### src/rtl/shift_pkg.sv
// Shared definitions for the shift sequencer: op encoding,
// FSM state type and a reserved-op helper.
package shift_pkg;

   localparam logic [2:0] OP_LSL = 3'b000;
   localparam logic [2:0] OP_LSR = 3'b001;
   localparam logic [2:0] OP_ASR = 3'b010;
   localparam logic [2:0] OP_ROL = 3'b011;
   localparam logic [2:0] OP_ROR = 3'b100;

   typedef enum logic [1:0] {
      ST_IDLE  = 2'b00,
      ST_SHIFT = 2'b01,
      ST_DONE  = 2'b10
   } state_e;

   // Encodings 101..111 pass the operand through unchanged
   function automatic logic op_rsvd(input logic [2:0] op);
      return op > OP_ROR;
   endfunction

endpackage

### src/rtl/shift_step.sv
// Combinational single-position shift for every op.
// Ports: op (operation), d (operand), q (operand moved one place).
module shift_step
   import shift_pkg::*;
#(
   parameter int WIDTH = 8
) (
   input  logic [2:0]       op,
   input  logic [WIDTH-1:0] d,
   output logic [WIDTH-1:0] q
);

   always_comb begin
      q = d;
      case (op)
         OP_LSL:  q = {d[WIDTH-2:0], 1'b0};
         OP_LSR:  q = {1'b0, d[WIDTH-1:1]};
         OP_ASR:  q = {d[WIDTH-1], d[WIDTH-1:1]};
         OP_ROL:  q = {d[WIDTH-2:0], d[WIDTH-1]};
         OP_ROR:  q = {d[0], d[WIDTH-1:1]};
         default: q = d;
      endcase
   end

endmodule

### src/rtl/shift_seq_unit.sv
// Sequenced shifter: serial one-place-per-cycle datapath, or a
// single-cycle barrel path when SHIFT_BARREL_EN is defined.
// Ports: clk, reset (sync, active-high), start/op/shamt/d_in
// request, d_out registered result, busy (in SHIFT), done pulse.
module shift_seq_unit
   import shift_pkg::*;
#(
   parameter int WIDTH = 8,
   parameter int SHW   = $clog2(WIDTH)
) (
   input  logic             clk,
   input  logic             reset,
   input  logic             start,
   input  logic [2:0]       op,
   input  logic [SHW-1:0]   shamt,
   input  logic [WIDTH-1:0] d_in,
   output logic [WIDTH-1:0] d_out,
   output logic             busy,
   output logic             done
);

   state_e           state_q, state_d;
   logic [WIDTH-1:0] work_q, work_d;
   logic [2:0]       op_q, op_d;
   logic [SHW-1:0]   cnt_q, cnt_d;
   logic [WIDTH-1:0] d_out_q, d_out_d;
   logic [WIDTH-1:0] step_res;

   shift_step #(.WIDTH(WIDTH)) u_step (
      .op (op_q),
      .d  (work_q),
      .q  (step_res)
   );

`ifdef SHIFT_BARREL_EN
   // Stage i moves by 2**i when shamt[i] is set
   function automatic logic [WIDTH-1:0] barrel(
      input logic [2:0]       o,
      input logic [WIDTH-1:0] v,
      input logic [SHW-1:0]   s
   );
      logic [WIDTH-1:0] r;
      int               k;
      r = v;
      for (int i = 0; i < SHW; i++) begin
         k = 1 << i;
         if (s[i]) begin
            case (o)
               OP_LSL:  r = r << k;
               OP_LSR:  r = r >> k;
               OP_ASR:  r = $signed(r) >>> k;
               OP_ROL:  r = (r << k) | (r >> (WIDTH - k));
               OP_ROR:  r = (r >> k) | (r << (WIDTH - k));
               default: r = v;
            endcase
         end
      end
      return r;
   endfunction
`endif

   always_comb begin
      state_d = state_q;
      work_d  = work_q;
      op_d    = op_q;
      cnt_d   = cnt_q;
      d_out_d = d_out_q;
      case (state_q)
         ST_IDLE, ST_DONE: begin
            state_d = ST_IDLE;
            if (start) begin
               work_d = d_in;
               op_d   = op;
               cnt_d  = shamt;
`ifdef SHIFT_BARREL_EN
               d_out_d = barrel(op, d_in, shamt);
               state_d = ST_DONE;
`else
               // Zero shifts and reserved ops finish at once
               if (shamt == '0 || op_rsvd(op)) begin
                  d_out_d = d_in;
                  state_d = ST_DONE;
               end else begin
                  state_d = ST_SHIFT;
               end
`endif
            end
         end
         ST_SHIFT: begin
            work_d = step_res;
            cnt_d  = cnt_q - SHW'(1);
            // Last step publishes straight into d_out
            if (cnt_q == SHW'(1)) begin
               d_out_d = step_res;
               state_d = ST_DONE;
            end
         end
         default: state_d = ST_IDLE;
      endcase
   end

   always_ff @(posedge clk) begin
      if (reset) begin
         state_q <= ST_IDLE;
         work_q  <= '0;
         op_q    <= '0;
         cnt_q   <= '0;
         d_out_q <= '0;
      end else begin
         state_q <= state_d;
         work_q  <= work_d;
         op_q    <= op_d;
         cnt_q   <= cnt_d;
         d_out_q <= d_out_d;
      end
   end

   assign d_out = d_out_q;
   assign busy  = (state_q == ST_SHIFT);
   assign done  = (state_q == ST_DONE);

endmodule
### config.mk
export PLATFORM = sky130hd
export DESIGN_NAME = shift_seq_unit
export DESIGN_NICKNAME = d
export VERILOG_FILES = /design/src/rtl/shift_pkg.sv /design/src/rtl/shift_step.sv /design/src/rtl/shift_seq_unit.sv
export SDC_FILE = /design/constraint.sdc
export NUM_CORES = 1
export LEC_CHECK = 0
export ABC_AREA = 1
export CORE_ASPECT_RATIO = 1.2
export CORE_UTILIZATION = 54
export CTS_CLUSTER_SIZE = 24
export DETAILED_ROUTE_END_ITERATION = 8
export PLACE_DENSITY = 0.83
export SLEW_MARGIN = 20
export SYNTH_ARGS = -nofsm -noshare
export SYNTH_HDL_FRONTEND = slang
export SYNTH_SLANG_ARGS = --single-unit
### constraint.sdc
create_clock -name clk -period 2.8 [get_ports clk]
set_input_delay 0.56 -clock clk [delete_from_list [all_inputs] [get_ports clk]]
set_output_delay 0.56 -clock clk [all_outputs]
set_load 0.02 [all_outputs]
==> results by group, run 1 <==
Yosys
  – Syn Area/Cell: 6.37 sq um
  – Syn Inst Count: 214
  – Post-synth ARST share: 0%
  – Top cells by area, synth: dfxtp_1, nand2_1, inv_1, o21ai_0, nand3_1
  – Syn_nets: 233
  – Seq/Total Area, Yosys: 35.2%
  – #FFs+latches synth: 24
  – EDFF count, synth: 0
  – Top cell type's share of synthesized area: 35.2%
  – Leading area contributor after synthesis: dfxtp_1
  – Synthesis Warnings: 0
  – Ys flop type: dfxtp_1
  – Synth cell count leaders: nand2_1, inv_1, dfxtp_1, o21ai_0, nor2_1
  – Synth cell types: 26
  – Cell with the most instances after synthesis: nand2_1
  – Mapped Area: 0.00136 sq mm

Worst setup path
  – Crit Path Class: register to output pin
  – Delay-heaviest family, CP: buffers and inverters
  – CP Data Arrival Time: 1680 ps
  – CP Capture Type: output pin
  – CP cell instances: inv_2, nor2_4, clkdlybuf4s50_1
  – CP Max Fanout: 14
  – CP startpoint kind: register
  – CP max stage cell: clkdlybuf4s50_1
  – Crit path buf inv count: 2
  – Critical Path RT: 2240 ps
  – Max stage delay on crit path: 660 ps

Timing
  – Max Slew Vio Count: 0
  – Tmin final: 2240 ps
  – Worst Tran Pin Value: 392 ps
  – Worst Skew: 2.73 ps
  – RSZ-0062 raised after global routing: false
  – Slew headroom: 73.8%
  – Final Cycle Share: 79.8%
  – Setup violators final: 0
  – Hold Vio Cnt, Final: 0
  – Fmax achieved: 447 MHz
  – Setup TNS: 0 ps

Placed design
  – Gpl congestion: 0.902
  – Dpl hpwl: 2320 microns
  – I/O Buffers: 26

Pwr
  – Combinational fraction of design power: 30.2%
  – VDD IR max: 0.414 mV
  – Sw Ratio: 32.7%
  – Clock Power Share: 27.0%
  – Psw: 0.313 mW
  – Pwr/cell area: 570 mW/mm^2
  – LEAKAGE: 0.862 nW
  – Internal Power: 0.645 mW
  – Flop pwr share: 42.8%
  – Tot Pwr: 0.958 mW

Global route
  – Initial antenna violation count: 0
  – Vias in the first global route: 1214
  – Largest net degree at the start of global routing: 19
  – Global-route usage over all layers: 25.3%
  – Global-route wire length before repair: 5050 microns
  – Remaining Overflow, GRT: 0

Clocking
  – Reg clk slew, reported paths: 140 ps
  – Worst-case clock buffer depth: 2
  – Clock sink count: 24
  – CTS H-Tree Depth: 1
  – Clk root buf: clkbuf_4
  – Total CTS buffers: 3
  – CTS resizes: 0
  – Post-CTS Setup Inserts: 0
  – Hold Buf Count CTS: 0
  – Skew-Pair Late Insertion Delay: 330 ps
  – CTS tree: done

Outcome
  – Outcome: finished clean

Die
  – Core ar.: 0.00233 sq mm
  – Top-level I/O count: 27
  – Row count: 19
  – DIE AREA: 0.00273 sq mm
  – Initial core utilization: 58.5%
  – Chip height: 57.1 microns
  – Die width: 47.9 microns

Final layout
  – Final nets: 257
  – FILL cells: 206
  – N_diodes: 0
  – Multi-input gate area: 679 sq um
  – Share of cells above drive strength 1: 6.33%
  – Register Area: 480 sq um
  – Layout area overhead: 23.2%

Min path
  – Worst min path class: register to register

Detailed routing
  – Via/cell ratio: 5.17
  – Wirelength per Cell: 11.8 microns
  – Initial DRC count: 32
  – Remaining routing DRC violations: 0
  – Antenna violation net count after detailed routing: 0
  – Drt total wl: 3170 microns
  – First-pass detailed-route iteration total: 4
  – Via count: 1386

Flow run
  – Max cap viols: 0
power groups by stage:
stage	combinational [mW]	clock (mW)	sequential, mW
2_1_floorplan	0.182	0	0.429
3_3_place_gp	0.276	0	0.414
3_5_place_dp	0.286	0	0.417
4_1_cts	0.288	0.264	0.409
5_1_grt	0.323	0.277	0.414
6_report	0.289	0.259	0.410
layout make-up:
type / instances / share of cell area, %
Multi-Input combinational cell: 139 / 40.4
Clock inverter: 1 / 1.79
Inverter: 43 / 9.61
Sequential cell: 24 / 28.6
Clock buffer: 3 / 1.34
Tap cell: 31 / 2.31
Timing Repair Buffer: 27 / 15.9
layout by cell type (no fill, tap or decap), types with 2 or more instances in the layout:
| master | count |
|---|---|
| nand2_1 | 47 |
| inv_1 | 40 |
| clkdlybuf4s50_1 | 26 |
| dfxtp_1 | 24 |
| o21ai_0 | 23 |
| nor2_1 | 20 |
| nand3_1 | 18 |
| a21oi_1 | 9 |
| nand3b_1 | 6 |
| inv_2 | 3 |
| clkbuf_4 | 3 |
| nor2_4 | 2 |
| o22ai_1 | 2 |
| ha_1 | 2 |
worst reg2reg max path: cells and delay by family, from the launching register on:
| family | cells | cell delay (ps) |
|---|---|---|
| buffers and inverters | 4 | 540 |
| AND/OR/NAND/NOR | 5 | 790 |
| flip-flops | 1 | 370 |
metal layers:
| metal | vias to the layer above | part of all wire, % | GRT usage [%] | wire (microns) |
|---|---|---|---|---|
| li1 | 712 | - | - | - |
| met1 | 631 | 44 | 30.7 | 1400 |
| met2 | 36 | 50 | 41.7 | 1590 |
| met3 | 7 | 3.2 | 2.53 | 102 |
| met4 | 0 | 2.6 | 13.9 | 82 |
| met5 | - | 0 | 0 | 0 |
sequential cells by signal, indices dropped and copies added (netlist names):
signal and count:
cnt_q 3, d_out 8, op_q 3, state_q 2, work_q 8
stage by stage:
stage | setup WS (ps) | hold WS (ps) | instances | area, sq um | util (%)
after floorplan | 1350 | 457 | 214 | 1360 | -
after global placement | 614 | 483 | 264 | 1630 | 69.9
after detailed placement | 542 | 495 | 264 | 1630 | 69.9
after CTS | 574 | 516 | 268 | 1680 | 72.1
after global routing | 485 | 546 | 268 | 1680 | 72.1
final | 565 | 521 | 268 | 1680 | 72.1
final timing paths:
check        slack (ps)  cells past startpoint               startpoint                    end
max                 560                      3  state_q[0]$_SDFFE_PP0N_                   busy
min                 520                      2    cnt_q[2]$_SDFFE_PP0P_  cnt_q[2]$_SDFFE_PP0P_
max reg2reg        1030                      9  state_q[0]$_SDFFE_PP0N_  d_out[1]$_SDFFE_PP0P_
min reg2reg         520                      2    cnt_q[2]$_SDFFE_PP0P_  cnt_q[2]$_SDFFE_PP0P_
cell families (layout without fill, tap and decap cells):
kind of cell             Yosys count  after routing  share of synthesized area (%)
buffers and inverters             51             74                           15.0
adder cells (fa/ha/maj)            2              2                           1.83
AO/OA/AOI/OAI                     38             38                           14.6
flip-flops                        24             24                           35.2
AND/OR/NAND/NOR                   99             99                           33.4
(Power assumes the default switching activity.)
==> run 2, diff against run 1 <==
CORE_UTILIZATION = 51   (was 54)
PLACE_DENSITY = 0.79   (was 0.83)
clock period = 2.3 ns   (was 2.8 ns; I/O delays follow)
==> results by group, run 2 (synthesis results as in run 1) <==
Die
  – Initial core utilization: 54.0% (was 58.5%)
  – Chip height: 58.6 microns (was 57.1 microns)
  – Row count: 20 (was 19)
  – DIE AREA: 0.00289 sq mm (was 0.00273 sq mm)
  – Top-level I/O count: 27 (unchanged)
  – Core ar.: 0.00253 sq mm (was 0.00233 sq mm)
  – Die width: 49.2 microns (was 47.9 microns)

Final layout
  – Final nets: 258 (was 257)
  – Non-Filler Instances: 270 (was 268)
  – Most common library cell in the layout ignoring fill and taps: nand2_1 (unchanged)
  – N_diodes: 0 (unchanged)
  – Layout area overhead: 21.7% (was 23.2%)
  – Share of cells above drive strength 1: 6.33% (unchanged)
  – Finished Core Util: 65.7% (was 72.1%)
  – Register Area: 480 sq um (unchanged)
  – Most frequent cells in the layout: nand2_1, inv_1, clkdlybuf4s50_1, dfxtp_1, o21ai_0 (unchanged)
  – Design area: 0.00166 sq mm (was 0.00168 sq mm)
  – FILL cells: 255 (was 206)
  – Multi-input gate area: 679 sq um (unchanged)

Worst setup path
  – Critical Path RT: 1840 ps (was 2240 ps)
  – CP Max Fanout: 14 (unchanged)
  – CP Capture Type: output pin (unchanged)
  – Max stage delay on crit path: 670 ps (was 660 ps)
  – CP max stage cell: clkdlybuf4s50_1 (unchanged)
  – CP cell instances: inv_2, nor2_4, clkdlybuf4s50_1 (unchanged)
  – CP startpoint kind: register (unchanged)
  – Crit Path Class: register to output pin (unchanged)
  – CP Data Arrival Time: 1670 ps (was 1680 ps)

Clocking
  – Clk root buf: clkbuf_4 (unchanged)
  – Clock sink count: 24 (unchanged)
  – Reg clk slew, reported paths: 130 ps (was 140 ps)
  – Hold Buf Count CTS: 0 (unchanged)
  – CTS resizes: 0 (unchanged)
  – Total CTS buffers: 3 (unchanged)
  – Worst-case clock buffer depth: 2 (unchanged)
  – CTS tree: done (unchanged)
  – CTS H-Tree Depth: 1 (unchanged)
  – Post-CTS Setup Inserts: 0 (unchanged)
  – Skew-Pair Late Insertion Delay: 310 ps (was 330 ps)

Timing
  – Setup TNS: 0 ps (unchanged)
  – Fin Hold WS: 516 ps (was 521 ps)
  – Final Cycle Share: 92.6%
  – Fmax achieved: 469 MHz
  – Max Slew Vio Count: 0 (unchanged)
  – Final worst slack: 169 ps (was 565 ps)
  – RSZ-0062 raised after global routing: false (unchanged)
  – Tmin final: 2130 ps
  – Setup violators final: 0 (unchanged)
  – Slew headroom: 78.6% (was 73.8%)
  – Hold Vio Cnt, Final: 0 (unchanged)
  – Worst Skew: 3.91 ps (was 2.73 ps)
  – Worst Tran Pin Value: 321 ps (was 392 ps)

Pwr
  – Sw Ratio: 34.5% (was 32.7%)
  – Clock Power Share: 17.9% (was 27.0%)
  – LEAKAGE: 0.852 nW (was 0.862 nW)
  – Tot Pwr: 1.02 mW (was 0.958 mW)
  – Flop pwr share: 48.5% (was 42.8%)
  – Combinational fraction of design power: 33.6% (was 30.2%)
  – Psw: 0.354 mW (was 0.313 mW)
  – VDD IR max: 0.461 mV (was 0.414 mV)
  – Pwr/cell area: 617 mW/mm^2 (was 570 mW/mm^2)
  – Internal Power: 0.671 mW (was 0.645 mW)

Detailed routing
  – Via count: 1332 (was 1386)
  – Wirelength per Cell: 10.4 microns (was 11.8 microns)
  – Drt total wl: 2800 microns (was 3170 microns)
  – Remaining routing DRC violations: 0 (unchanged)
  – Antenna violation net count after detailed routing: 0 (unchanged)
  – First-pass detailed-route iteration total: 4 (unchanged)
  – Via/cell ratio: 4.93 (was 5.17)
  – Initial DRC count: 24 (was 32)

Global route
  – Remaining Overflow, GRT: 0 (unchanged)
  – Global-route wire length before repair: 4950 microns (was 5050 microns)
  – Initial antenna violation count: 0 (unchanged)
  – Vias in the first global route: 1184 (was 1214)
  – Largest net degree at the start of global routing: 19 (unchanged)
  – Global-route usage over all layers: 22.5% (was 25.3%)

Outcome
  – Outcome: finished clean (unchanged)

Flow run
  – Max cap viols: 0 (unchanged)

Placed design
  – # placed instances: 267 (was 264)
  – I/O Buffers: 26 (unchanged)
  – Gpl congestion: 0.894 (was 0.902)
  – Dpl ws: 398 ps (was 542 ps)
  – Placed instance area: 0.00164 sq mm (was 0.00163 sq mm)
  – Dpl hpwl: 2020 microns (was 2320 microns)

Min path
  – Worst min path class: register to register (unchanged)
[run 2: layer usage]
layer	global-route usage (%)	up-vias	wire length (microns)
met5	0	-	0
met4	13.9	0	72
met3	3.10	6	81
met2	37.6	19	1290
met1	27.5	592	1360
li1	-	715	-
[run 2: power by group through the flow]
stage | combinational [mW] | sequential (mW) | clock, mW
after floorplan | 0.221 | 0.522 | 0
after global placement | 0.340 | 0.506 | 0
after detailed placement | 0.345 | 0.506 | 0
after CTS | 0.347 | 0.497 | 0.189
after global routing | 0.397 | 0.504 | 0.205
final | 0.345 | 0.497 | 0.184
[run 2: final timing paths]
kind,depth (start not counted),start,slack (ps),end
setup / recovery,3,state_q[0]$_SDFFE_PP0N_,170,busy
hold / removal,2,cnt_q[2]$_SDFFE_PP0P_,520,cnt_q[2]$_SDFFE_PP0P_
setup reg to reg,9,state_q[0]$_SDFFE_PP0N_,550,d_out[1]$_SDFFE_PP0P_
hold reg to reg,2,cnt_q[2]$_SDFFE_PP0P_,520,cnt_q[2]$_SDFFE_PP0P_
[run 2: final cells by class]
type                       count  area share, %
clock buffer                   3           1.36
timing repair buffer          28           16.6
tap                           33           2.49
inverter                      43           9.72
multi-input combinational    139           40.9
sequential                    24           28.9
[run 2: worst max-delay path: cells and delay by family (launching register included)]
kind | cells | cell delay (ps)
buffers and inverters | 2 | 730
flip-flops | 1 | 360
AND/OR/NAND/NOR | 1 | 270
==> run 3, diff against run 2 <==
CORE_UTILIZATION = 30   (was 51)
PLACE_DENSITY = unset   (was 0.79)
==> results by group, run 3 (synthesis results as in run 1) <==
Timing
  – RSZ-0062 raised after global routing: false (unchanged)
  – Fmax achieved: 509 MHz (was 469 MHz)
  – Final worst slack: 337 ps (was 169 ps)
  – Hold Vio Cnt, Final: 0 (unchanged)
  – Setup TNS: 0 ps (unchanged)
  – Slew headroom: 76.3% (was 78.6%)
  – Worst Tran Pin Value: 355 ps (was 321 ps)
  – Max Slew Vio Count: 0 (unchanged)
  – Tmin final: 1960 ps (was 2130 ps)
  – Final Cycle Share: 85.4% (was 92.6%)
  – Worst Skew: 2.71 ps (was 3.91 ps)
  – Fin Hold WS: 498 ps (was 516 ps)
  – Setup violators final: 0 (unchanged)

Worst setup path
  – Critical Path RT: 1840 ps (about the same)
  – Beginning of the critical path: state_q[0]$_SDFFE_PP0N_ (unchanged)
  – CP startpoint kind: register (unchanged)
  – CP Max Fanout: 7 (was 14)
  – CP Data Arrival Time: 1500 ps (was 1670 ps)
  – Crit Path Class: register to output pin (unchanged)
  – CP Capture Type: output pin (unchanged)
  – Origin of the critical flop-to-flop path: state_q[0]$_SDFFE_PP0N_ (unchanged)

Final layout
  – Most common library cell in the layout ignoring fill and taps: nand2_1 (unchanged)
  – Non-Filler Instances: 294 (was 270)
  – N_diodes: 0 (unchanged)
  – Multi-input gate area: 679 sq um (unchanged)
  – Most frequent cells in the layout: nand2_1, inv_1, clkdlybuf4s50_1, dfxtp_1, o21ai_0 (unchanged)
  – Register Area: 480 sq um (unchanged)
  – Share of cells above drive strength 1: 6.72% (was 6.33%)
  – Design area: 0.00172 sq mm (was 0.00166 sq mm)
  – FILL cells: 479 (was 255)
  – Final nets: 259 (was 258)
  – Layout area overhead: 25.8% (was 21.7%)

Detailed routing
  – Drt total wl: 3110 microns (was 2800 microns)
  – Via count: 1323 (was 1332)
  – Remaining routing DRC violations: 0 (unchanged)
  – Antenna violation net count after detailed routing: 0 (unchanged)
  – Top routing layer in use: met4 (unchanged)
  – Met1 wire length: 1450 microns (was 1360 microns)
  – Met3 wire length: 57 microns (was 81 microns)
  – Initial DRC count: 59 (was 24)
  – First-pass detailed-route iteration total: 4 (unchanged)
  – Routed wl met2: 1550 microns (was 1290 microns)
  – Via/cell ratio: 4.50 (was 4.93)
  – Wirelength per Cell: 10.6 microns (was 10.4 microns)

Die
  – Row count: 26 (was 20)
  – Chip height: 75.9 microns (was 58.6 microns)
  – Core ar.: 0.00429 sq mm (was 0.00253 sq mm)
  – DIE AREA: 0.00482 sq mm (was 0.00289 sq mm)
  – Top-level I/O count: 27 (unchanged)
  – Initial core utilization: 31.8% (was 54.0%)
  – Die width: 63.6 microns (was 49.2 microns)

Placed design
  – Placed instance area: 0.00167 sq mm (was 0.00164 sq mm)
  – Dpl ws: 350 ps (was 398 ps)
  – Gpl congestion: 0.754 (was 0.894)
  – # placed instances: 291 (was 267)
  – Dpl hpwl: 2280 microns (was 2020 microns)
  – I/O Buffers: 26 (unchanged)

Clocking
  – Reg clk slew, reported paths: 80 ps (was 130 ps)
  – Clk root buf: clkbuf_8 (was clkbuf_4)
  – Total CTS buffers: 3 (unchanged)
  – CTS resizes: 0 (unchanged)
  – CTS H-Tree Depth: 1 (unchanged)
  – Clock sink count: 24 (unchanged)
  – Post-CTS Setup Inserts: 0 (unchanged)
  – Hold Buf Count CTS: 0 (unchanged)
  – Skew-Pair Late Insertion Delay: 260 ps (was 310 ps)
  – CTS tree: done (unchanged)
  – Worst-case clock buffer depth: 2 (unchanged)

Pwr
  – Psw: 0.365 mW (was 0.354 mW)
  – Sw Ratio: 33.3% (was 34.5%)
  – Clock Power Share: 22.5% (was 17.9%)
  – Internal Power: 0.729 mW (was 0.671 mW)
  – VDD IR max: 0.242 mV (was 0.461 mV)
  – Flop pwr share: 45.4% (was 48.5%)
  – Combinational fraction of design power: 32.1% (was 33.6%)
  – LEAKAGE: 0.865 nW (was 0.852 nW)
  – Pwr/cell area: 638 mW/mm^2 (was 617 mW/mm^2)

Global route
  – Remaining Overflow, GRT: 0 (unchanged)
  – Global-route wire length before repair: 5380 microns (was 4950 microns)
  – Initial antenna violation count: 0 (unchanged)
  – Global-route usage over all layers: 14.5% (was 22.5%)
  – Largest net degree at the start of global routing: 19 (unchanged)
  – Vias in the first global route: 1210 (was 1184)

Min path
  – Hold path start: cnt_q[2]$_SDFFE_PP0P_ (unchanged)
  – Worst min path class: register to register (unchanged)

Flow run
  – Max cap viols: 0 (unchanged)

Outcome
  – Outcome: finished clean (unchanged)
-- run 3: changes by cell type in the layout (fill, tap and decap cells not counted) --
cell,previous run,this run
clkbuf_4,3,0
clkbuf_8,0,3
buf_4,2,3
-- run 3: path summary, 6_finish.rpt --
kind,end,slack [ps],cells past startpoint
worst min register to register,cnt_q[2]$_SDFFE_PP0P_,500,2
worst max register to register,d_out[0]$_SDFFE_PP0P_,630,9
worst max-delay path,busy,340,3
worst min-delay path,cnt_q[2]$_SDFFE_PP0P_,500,2
-- run 3: power by group through the flow --
stage	clock network [mW]	logic [mW]	registers, mW
finish	0.246	0.351	0.497
global route	0.277	0.402	0.505
CTS	0.257	0.354	0.497
detailed placement	0	0.352	0.506
global placement	0	0.350	0.507
floorplan	0	0.221	0.522
-- run 3: metal layers --
layer / GRT usage (%) / up-vias
met4: 7.07 / 0
met1: 16.8 / 588
met5: 0 / -
met3: 1.50 / 4
met2: 26.7 / 16
li1: - / 715
-- run 3: layout make-up --
| cell class | count | area share, % |
|---|---|---|
| repair buffers | 29 | 16.5 |
| flip-flops and latches | 24 | 28.0 |
| well taps | 56 | 4.08 |
| inverters | 43 | 9.41 |
| multi-input cells | 139 | 39.6 |
| clock buffers | 3 | 2.41 |
-- run 3: stage by stage --
step	power, mW	util (%)
2_1_floorplan	0.743	-
3_3_place_gp	0.857	39.0
3_5_place_dp	0.858	39.0
4_1_cts	1.11	39.9
5_1_grt	1.18	39.9
6_report	1.09	39.9
-- run 3: worst max-delay path, stage by stage (launching register included) --
cell and delay [ps]:
dfxtp_1 350, inv_2 60, nor2_4 190, clkdlybuf4s50_1 640
